===== config.mk =====
export PLATFORM = sky130hd
export DESIGN_NAME = if_prefetch_queue
export DESIGN_NICKNAME = d
export VERILOG_FILES = /design/src/rtl/if_pkg.sv /design/src/rtl/fetch_fifo.sv /design/src/rtl/if_prefetch_queue.sv
export SDC_FILE = /design/constraint.sdc
export NUM_CORES = 1
export LEC_CHECK = 0
export ABC_AREA = 1
export CORE_ASPECT_RATIO = 0.7
export CORE_MARGIN = 2
export CORE_UTILIZATION = 50
export CTS_CLUSTER_SIZE = 30
export DETAILED_ROUTE_END_ITERATION = 8
export PLACE_DENSITY_LB_ADDON = 0.1
export SYNTH_ARGS = -nofsm -noshare
export SYNTH_HDL_FRONTEND = slang
export SYNTH_SLANG_ARGS = --single-unit

===== constraint.sdc =====
create_clock -name CLK -period 18.8 [get_ports CLK]
set_clock_uncertainty 0.15 [all_clocks]
set_input_delay 2.82 -clock CLK [delete_from_list [all_inputs] [get_ports CLK]]
set_output_delay 2.82 -clock CLK [all_outputs]
set_load 0.05 [all_outputs]

===== src/rtl/if_pkg.sv =====
// Shared definitions for the instruction-fetch prefetch queue.
package if_pkg;

    localparam int unsigned DEF_DEPTH    = 4;
    localparam int unsigned DEF_ADDR_W   = 32;
    localparam logic [31:0] DEF_RESET_PC = 32'h0000_0000;
    localparam int unsigned INSTR_W      = 32;
    localparam int unsigned PC_STEP      = 4;

    // Queue entry layout: pc4 in the upper bits, instruction word below.
    typedef struct packed {
        logic [DEF_ADDR_W-1:0] pc4;
        logic [INSTR_W-1:0]    instr;
    } fetch_entry_t;

endpackage


===== src/rtl/fetch_fifo.sv =====
// Synchronous FIFO with registered storage and flush; DEPTH must be a power of two.
module fetch_fifo #(
    parameter int unsigned WIDTH = 32,
    parameter int unsigned DEPTH = 4,
    localparam int unsigned CNT_W = $clog2(DEPTH + 1)
) (
    input  logic             clk,
    input  logic             rst_n,
    input  logic             push,
    input  logic             pop,
    input  logic             flush,
    input  logic [WIDTH-1:0] wdata,
    output logic [WIDTH-1:0] rdata,
    output logic             full,
    output logic             empty,
    output logic [CNT_W-1:0] count
);

    localparam int unsigned PTR_W = $clog2(DEPTH);

    logic [WIDTH-1:0] mem [DEPTH];
    logic [PTR_W-1:0] wr_ptr;
    logic [PTR_W-1:0] rd_ptr;
    logic             do_push;
    logic             do_pop;

    assign full    = (count == CNT_W'(DEPTH));
    assign empty   = (count == '0);
    assign do_pop  = pop && !empty;
    assign do_push = push && (!full || do_pop);
    assign rdata   = mem[rd_ptr];

    // Storage, pointers and occupancy; flush empties the queue without touching storage.
    always_ff @(posedge clk) begin
        if (!rst_n) begin
            wr_ptr <= '0;
            rd_ptr <= '0;
            count  <= '0;
            for (int unsigned i = 0; i < DEPTH; i++) begin
                mem[i] <= '0;
            end
        end else if (flush) begin
            wr_ptr <= '0;
            rd_ptr <= '0;
            count  <= '0;
        end else begin
            if (do_push) begin
                mem[wr_ptr] <= wdata;
                wr_ptr      <= wr_ptr + PTR_W'(1);
            end
            if (do_pop) begin
                rd_ptr <= rd_ptr + PTR_W'(1);
            end
            count <= count + CNT_W'(do_push) - CNT_W'(do_pop);
        end
    end

endmodule


===== src/rtl/if_prefetch_queue.sv =====
// Fetch front end: owns the fetch PC, keeps requests in flight to instruction
// memory, buffers {pc4, instr} entries and hands them to IF/ID under valid/ready.
module if_prefetch_queue
    import if_pkg::*;
#(
    parameter int unsigned         DEPTH    = DEF_DEPTH,
    parameter int unsigned         ADDR_W   = DEF_ADDR_W,
    parameter logic [ADDR_W-1:0]   RESET_PC = ADDR_W'(DEF_RESET_PC)
) (
    input  logic              CLK,
    input  logic              RST,
    output logic              imem_req,
    output logic [ADDR_W-1:0] imem_addr,
    input  logic              imem_rvalid,
    input  logic [31:0]       imem_rdata,
    input  logic              redirect_valid,
    input  logic [ADDR_W-1:0] redirect_pc,
    output logic              out_valid,
    output logic [31:0]       out_instr,
    output logic [ADDR_W-1:0] out_pc4,
    input  logic              out_ready
);

    localparam int unsigned CNT_W   = $clog2(DEPTH + 1);
    localparam int unsigned OCC_W   = CNT_W + 1;
    localparam int unsigned ENTRY_W = ADDR_W + INSTR_W;

    logic [ADDR_W-1:0]  fetch_pc;
    logic [CNT_W-1:0]   count;
    logic [CNT_W-1:0]   inflight;
    logic [CNT_W-1:0]   drop_cnt;
    logic [CNT_W-1:0]   live;
    logic [OCC_W-1:0]   occupancy;
    logic               issue;
    logic               enq;
    logic               pop;
    logic               q_full;
    logic               q_empty;
    logic               tag_full;
    logic               tag_empty;
    logic [ADDR_W-1:0]  tag_pc4;
    logic [ENTRY_W-1:0] q_head;

    // Issue only when every live request already owns a free queue slot.
    always_comb begin
        live      = inflight - drop_cnt;
        occupancy = OCC_W'(count) + OCC_W'(live);
        issue     = RST && !redirect_valid && !tag_full && (occupancy < OCC_W'(DEPTH));
        enq       = imem_rvalid && !redirect_valid && (drop_cnt == '0);
        pop       = !q_empty && out_ready && !redirect_valid;
    end

    assign imem_req  = issue;
    assign imem_addr = fetch_pc;
    assign out_valid = !q_empty;
    assign out_pc4   = q_head[ENTRY_W-1:INSTR_W];
    assign out_instr = q_head[INSTR_W-1:0];

    // Fetch PC and count of stale responses still to be discarded.
    always_ff @(posedge CLK) begin
        if (!RST) begin
            fetch_pc <= RESET_PC;
            drop_cnt <= '0;
        end else if (redirect_valid) begin
            fetch_pc <= redirect_pc;
            drop_cnt <= inflight - CNT_W'(imem_rvalid);
        end else begin
            if (issue) begin
                fetch_pc <= fetch_pc + ADDR_W'(PC_STEP);
            end
            if (imem_rvalid && (drop_cnt != '0)) begin
                drop_cnt <= drop_cnt - CNT_W'(1);
            end
        end
    end

    // Tag ring: one pc4 per outstanding request; its occupancy is the in-flight count.
    fetch_fifo #(
        .WIDTH (ADDR_W),
        .DEPTH (DEPTH)
    ) u_tag_ring (
        .clk   (CLK),
        .rst_n (RST),
        .push  (issue),
        .pop   (imem_rvalid),
        .flush (1'b0),
        .wdata (fetch_pc + ADDR_W'(PC_STEP)),
        .rdata (tag_pc4),
        .full  (tag_full),
        .empty (tag_empty),
        .count (inflight)
    );

    // Instruction queue presented to IF/ID; redirect flushes it.
    fetch_fifo #(
        .WIDTH (ENTRY_W),
        .DEPTH (DEPTH)
    ) u_instr_q (
        .clk   (CLK),
        .rst_n (RST),
        .push  (enq),
        .pop   (pop),
        .flush (redirect_valid),
        .wdata ({tag_pc4, imem_rdata}),
        .rdata (q_head),
        .full  (q_full),
        .empty (q_empty),
        .count (count)
    );

    // Slot reservation at issue time must make these unreachable.
    a_no_overflow : assert property (@(posedge CLK) disable iff (!RST) !(enq && q_full));
    a_rsp_expected : assert property (@(posedge CLK) disable iff (!RST) !(imem_rvalid && tag_empty));

endmodule


# Word-level counts from Yosys, hierarchy flattened
# Memory sizes are Yosys's and may differ from the RTL's. A register that Yosys moved wholly into a read port is not among the register bits.
# Index checks and enable logic that the tools add are counted.
[op_classes]
addsub = 13
mul = 0
div_mod_pow = 0
order_cmp = 1
eq_ne = 2
shift = 0
muxes = 22
bitwise = 1
n_reduce_logical = 28
[ops]
columns = ["op", "count"]
rows = [
  ["$mux 32", 3],
  ["$mux 64", 1],
  ["$reduce_or 64->1", 1],
  ["$add 32x3->32 const B", 1],
  ["$reduce_or 32->1", 1],
  ["$logic_and 1x1->1", 12],
  ["$mux 2", 6],
  ["$mux 1", 10],
  ["$logic_not 3->1", 3],
  ["$sub 3x1->3", 3],
  ["$add 2x1->2 const B", 4],
  ["$add 3x1->3", 2],
  ["$eq 3x3->1 const B", 2],
  ["$mux 3", 2],
  ["$logic_not 1->1", 5],
  ["$add 3x3->4", 1],
  ["$lt 4x3->1 const B", 1],
  ["$reduce_bool 2->1", 2],
  ["$reduce_bool 3->1", 1],
  ["$sub 3x1->3 const B", 1],
  ["$sub 3x3->3", 1],
  ["$logic_or 1x1->1", 2],
  ["$reduce_or 2->1", 1],
  ["$not 1->1", 1],
]
[totals]
ff_bits = 49
latchBits = 0
mem_bits_rw = 384
mem_bits_ro = 0
input_bits = 69
mem_count = 2
[memory_table]
columns = ["memory", "depth", "width", "rd", "rd_ports_with_merged_regs", "wr", "line_no", "rtl"]
rows = [
  ["u_instr_q.mem", 4, 64, 1, 1, 4, "fetch_fifo.sv:21", "logic [WIDTH-1:0] mem [DEPTH];"],
  ["u_tag_ring.mem", 4, 32, 1, 1, 4, "fetch_fifo.sv:21", ""],
]

# Logic depth before layout (Yosys ltp)
[depth]
word_depth = 13
mapped_depth = 18
mapped_depth_nobuf = 17

# Hierarchy
# Synthesis repeated with hierarchy kept, for this count alone.
[unflattened]
cells_unflattened = 2132
hier_area_um2 = 20741.1
[modules_own_cells]
columns = ["module", "instances", "cells_per_inst", "area_each_um2", "seq_area_each_um2"]
rows = [
  ["fetch_fifo (u_instr_q)", 1, 1104, 11841.4, 7867.5],
  ["fetch_fifo (u_tag_ring)", 1, 585, 6307.3, 4023.9],
  ["if_prefetch_queue", 1, 443, 2592.5, 700.7],
]

# Worst setup path after synthesis
# No wires, ideal clock.
[synth_path]
path_type = "input to register"
from = "input redirect_valid"
to = "memory u_instr_q.mem[1][0] in the netlist's numbering (enable)"
arrival_ns = 7.772
path_slack_ns = 10.304
stages = 4
path_cell_list = "buf_6 -> nor3_2 -> nand2_2 -> o21ai_0"
[synth_rtl]
columns = ["element", "line_no", "rtl"]
rows = [
  ["start: declaration", "if_prefetch_queue.sv:16", "input logic redirect_valid,"],
  ["end: declaration", "fetch_fifo.sv:21", ""],
]

# Worst setup path in the final report
[layout_path]
from = "input redirect_valid"
to = "output imem_req"
[layout_via]
elab_chain_len = 4
[layout_rtl]
columns = ["element", "line_no", "rtl"]
rows = [
  ["$logic_not 1->1", "if_prefetch_queue.sv:48", "issue = RST && !redirect_valid && !tag_full && (occupancy < OCC_W'(DEPTH));"],
  ["$logic_and 1x1->1 (3 in series)", "if_prefetch_queue.sv:48", ""],
  ["end: declaration", "if_prefetch_queue.sv:12", "output logic imem_req,"],
]
# No other way between the ends.

==> summary.md <==
| Metric | Value |
|---|---|
| Status | `complete, no violations` |
| Final wirelength | `between 50 and 60 mm` |
| VDD IR max | `between 80 and 90 uV` |
| Synth top cells by count | `nor2_1 (542), edfxtp_1 (384), nand2_1 (301), o21ai_0 (206), inv_1 (174)` |
| Worst path required time | `15.83 ns` |
| Starting density of the core | `50.4%` |
| ANT nets after route | `0` |
| Io pins | `167` |
| Setup ws final | `a little under 9 ns` |
| Vias per Instance | `approximately 5.3` |
| Post-DP HPWL | `~30 mm` |
| Post-CTS Resized | `0` |
| Synth warnings | `0` |
| Busiest metal layer after global routing | `met2` |
| Multiplexer share of the synthesized area | `0%` |
| Seq cells post-synth | `~440` |
| RSZ-0062 raised after global routing | `false` |
| Placed cell count | `~2700` |
| Post-synth top flop | `edfxtp_1` |
| Number of global-route vias before repair | `around 14000` |
| GR Util met2 | `between 30% and 40%` |
| CTS max path bufs | `3` |
| WS Path Type | `in2out` |
| Core Area | `~0.039 mm^2` |
| Share of the synthesized area in the top cell type | `57.9%` |
| Share of cells above drive strength 1 | `~7.7%` |
| Place WS | `8.89 ns` |
| Worst Setup End Kind | `output port` |
| GRT overflow | `0` |
| Maximum fanout along the worst path | `between 40 and 50` |
| Die W | `about 240 um` |
| Antenna violations before repair | `0` |
| Synth Instances | `approximately 2100` |
| Clock transition at path regs | `~0.06 ns` |
| Die area | `0.0414 mm^2` |
| Ant. Diodes | `0` |
| DR iter-0 viols | `around 1200` |
| Die height | `about 170 um` |
| Cell area after synthesis | `approximately 0.02 mm^2` |
| Total GRT Usage | `around a quarter` |
| # DRC | `0` |
| Largest family of logic cells by synthesized area | `simple AND/OR/NAND/NOR gates` |
| CP startpoint kind | `primary input` |
| Count of final setup violators | `0` |
| Post-synthesis sequential area ratio | `between 60% and 70%` |
| GR Util met3 | `slightly above 4%` |
| Core Util, Final | `59.0%` |
| # port buffers | `166` |
| Final period util | `a little over half` |
| CTS tree | `done` |
| R2R Setup Slk | `about 14 ns` |
| Avg WL per Cell | `about 18 um` |
| Static Leakage | `~9.1 nW` |
| Synth Area in Compound Gates | `under 10%` |
| Nets | `~2300` |
| Fin Setup TNS | `0 ns` |
| GRT met1 Usage | `about a third` |
| First-pass GRT wire length | `78.4 mm` |
| XOR/XNOR share of the synthesized area | `less than 1%` |
| Vias | `around 15000` |
| MaxCap Viol Count | `0` |
| Final hold violation count | `0` |
| Final Wtd Congestion | `between 0.8 and 0.9` |
| Netlist cell types | `32` |
| DR pass1 iterations | `5` |
| Top cells by area, synth | `edfxtp_1 (58%), nor2_1 (10%), nand2_1 (5.7%)` |
| Root buffer cell | `clkbuf_16` |
| Clk sinks | `about 440` |
| CTS HTree Levels | `2` |
| Post-synth ARST share | `0%` |
| Number of synthesized flops with an enable pin | `roughly 380` |
| Inserted Clock Buffers | `44` |
| Post-CTS setup buffer count | `0` |
| Post-synthesis simple-gate area fraction | `between 20% and 30%` |
| Final Instance Count excl. Fillers | `between 2000 and 3000` |
| Final Max Tran Viols | `0` |
| PwrDens | `106 mW/mm^2` |
| Area Growth Syn to Fin | `17.0%` |
| Post-synth top area cell | `edfxtp_1` |
| Max Clk Rate | `approximately 100 MHz` |
| Arrival time at the worst endpoint | `about 6.9 ns` |
| # rows | `roughly 60` |
| Largest net degree at the start of global routing | `approximately 100` |
| Post-route minimum period | `9.91 ns` |
| Top-count cell post-synth | `nor2_1` |
| Mean Syn Cell Area | `between 9 and 10 um^2` |
| Synthesized net count | `2158` |
| Max-slew headroom | `22.3%` |
| Hold Path Class | `reg2reg` |
| Clk_lat worst skew | `about 0.55 ns` |
| Post-synthesis adder-cell area fraction | `under 10%` |
| Hold_buf cts | `0` |
| Slew @ Worst Pin | `1.16 ns` |
## state kept, by name (all words and copies together), names as in the netlist, named ones only
signal             count
imem_addr             32
u_tag_ring.wr_ptr      2
u_tag_ring.count       3
u_tag_ring.mem       128
u_instr_q.wr_ptr       2
u_tag_ring.rd_ptr      2
u_instr_q.count        3
drop_cnt               3
u_instr_q.rd_ptr       2
u_instr_q.mem        256
## critical path: stages
cell and delay, ns:
clkdlybuf4s50_1 1.24, clkinv_2 0.83, nand2_2 0.31, nor2_1 0.09
nand2_2 0.07, buf_4 0.39, inv_2 0.35, clkdlybuf4s50_1 0.80
## routing by layer
metal	wire length, um	share of wire (%)
met5	0	0
met4	778	1.5
met3	3440	6.8
met1	23100	45
met2	23500	46
## layout make-up
type / count / area (um^2)
Fill cell: 3446 / 16200
Clock buffer: 66 / 1220
Timing Repair Buffer: 190 / 1840
Inverter: 193 / 728
Clock inverter: 13 / 138
Tap cell: 535 / 669
Multi-Input combinational cell: 1328 / 6090
Sequential cell: 437 / 12600
## worst paths after layout
check / start / end / depth (start not counted)
worst max-delay path: redirect_valid / imem_req / 8
worst min-delay path: u_tag_ring.rd_ptr[1] / u_tag_ring.rd_ptr[1] / 2
worst max register to register: u_tag_ring.count[0] / u_tag_ring.mem[2][24] / 15
worst min register to register: u_tag_ring.rd_ptr[1] / u_tag_ring.rd_ptr[1] / 2
## cell families (layout without fill, tap and decap cells)
| logic type | count (synthesis) | in the layout |
|---|---|---|
| flip-flops | 437 | 437 |
| AND/OR/NAND/NOR | 975 | 975 |
| XOR/XNOR | 16 | 16 |
| buffers and inverters | 309 | 462 |
| AO/OA/AOI/OAI | 322 | 322 |
| adder cells (fa/ha/maj) | 15 | 15 |
## metrics by stage
stage                     hold slack [ns]  area (um^2)  power [mW]
after floorplan                     0.286        19900        1.49
after global placement              0.300        21900        1.64
after detailed placement            0.304        21900        1.64
after CTS                           0.314        23300        2.49
after global routing                0.356        23300        2.57
final                               0.319        23300        2.47
## placed cells by master (no fill, tap or decap), types with 2 or more instances in the layout
master and count:
nand2_2 9, xor2_1 11, nor3_2 22, buf_4 24, a21oi_1 50, clkbuf_8 2
ha_1 12, clkbuf_16 45, bufinv_16 3, inv_1 173, or2_2 2, xnor2_1 5
clkbuf_1 19, edfxtp_1 384, nand3_1 59, o21ai_0 204, fa_1 3, nand2_1 294
o22ai_1 64, dfxtp_2 2, nor2_2 33, nand4_1 3, dfxtp_1 50, clkdlybuf4s50_1 165
nor3_1 7, clkinv_1 8, inv_2 14, clkinv_2 7, nor2_1 542
## where the power goes
part           total, mW  switching, mW  internal (mW)
clock network      0.850          0.360          0.490
registers           1.18         0.0428           1.13
logic              0.448          0.321          0.127
total               2.47          0.723           1.75
(Power assumes the default switching activity.)
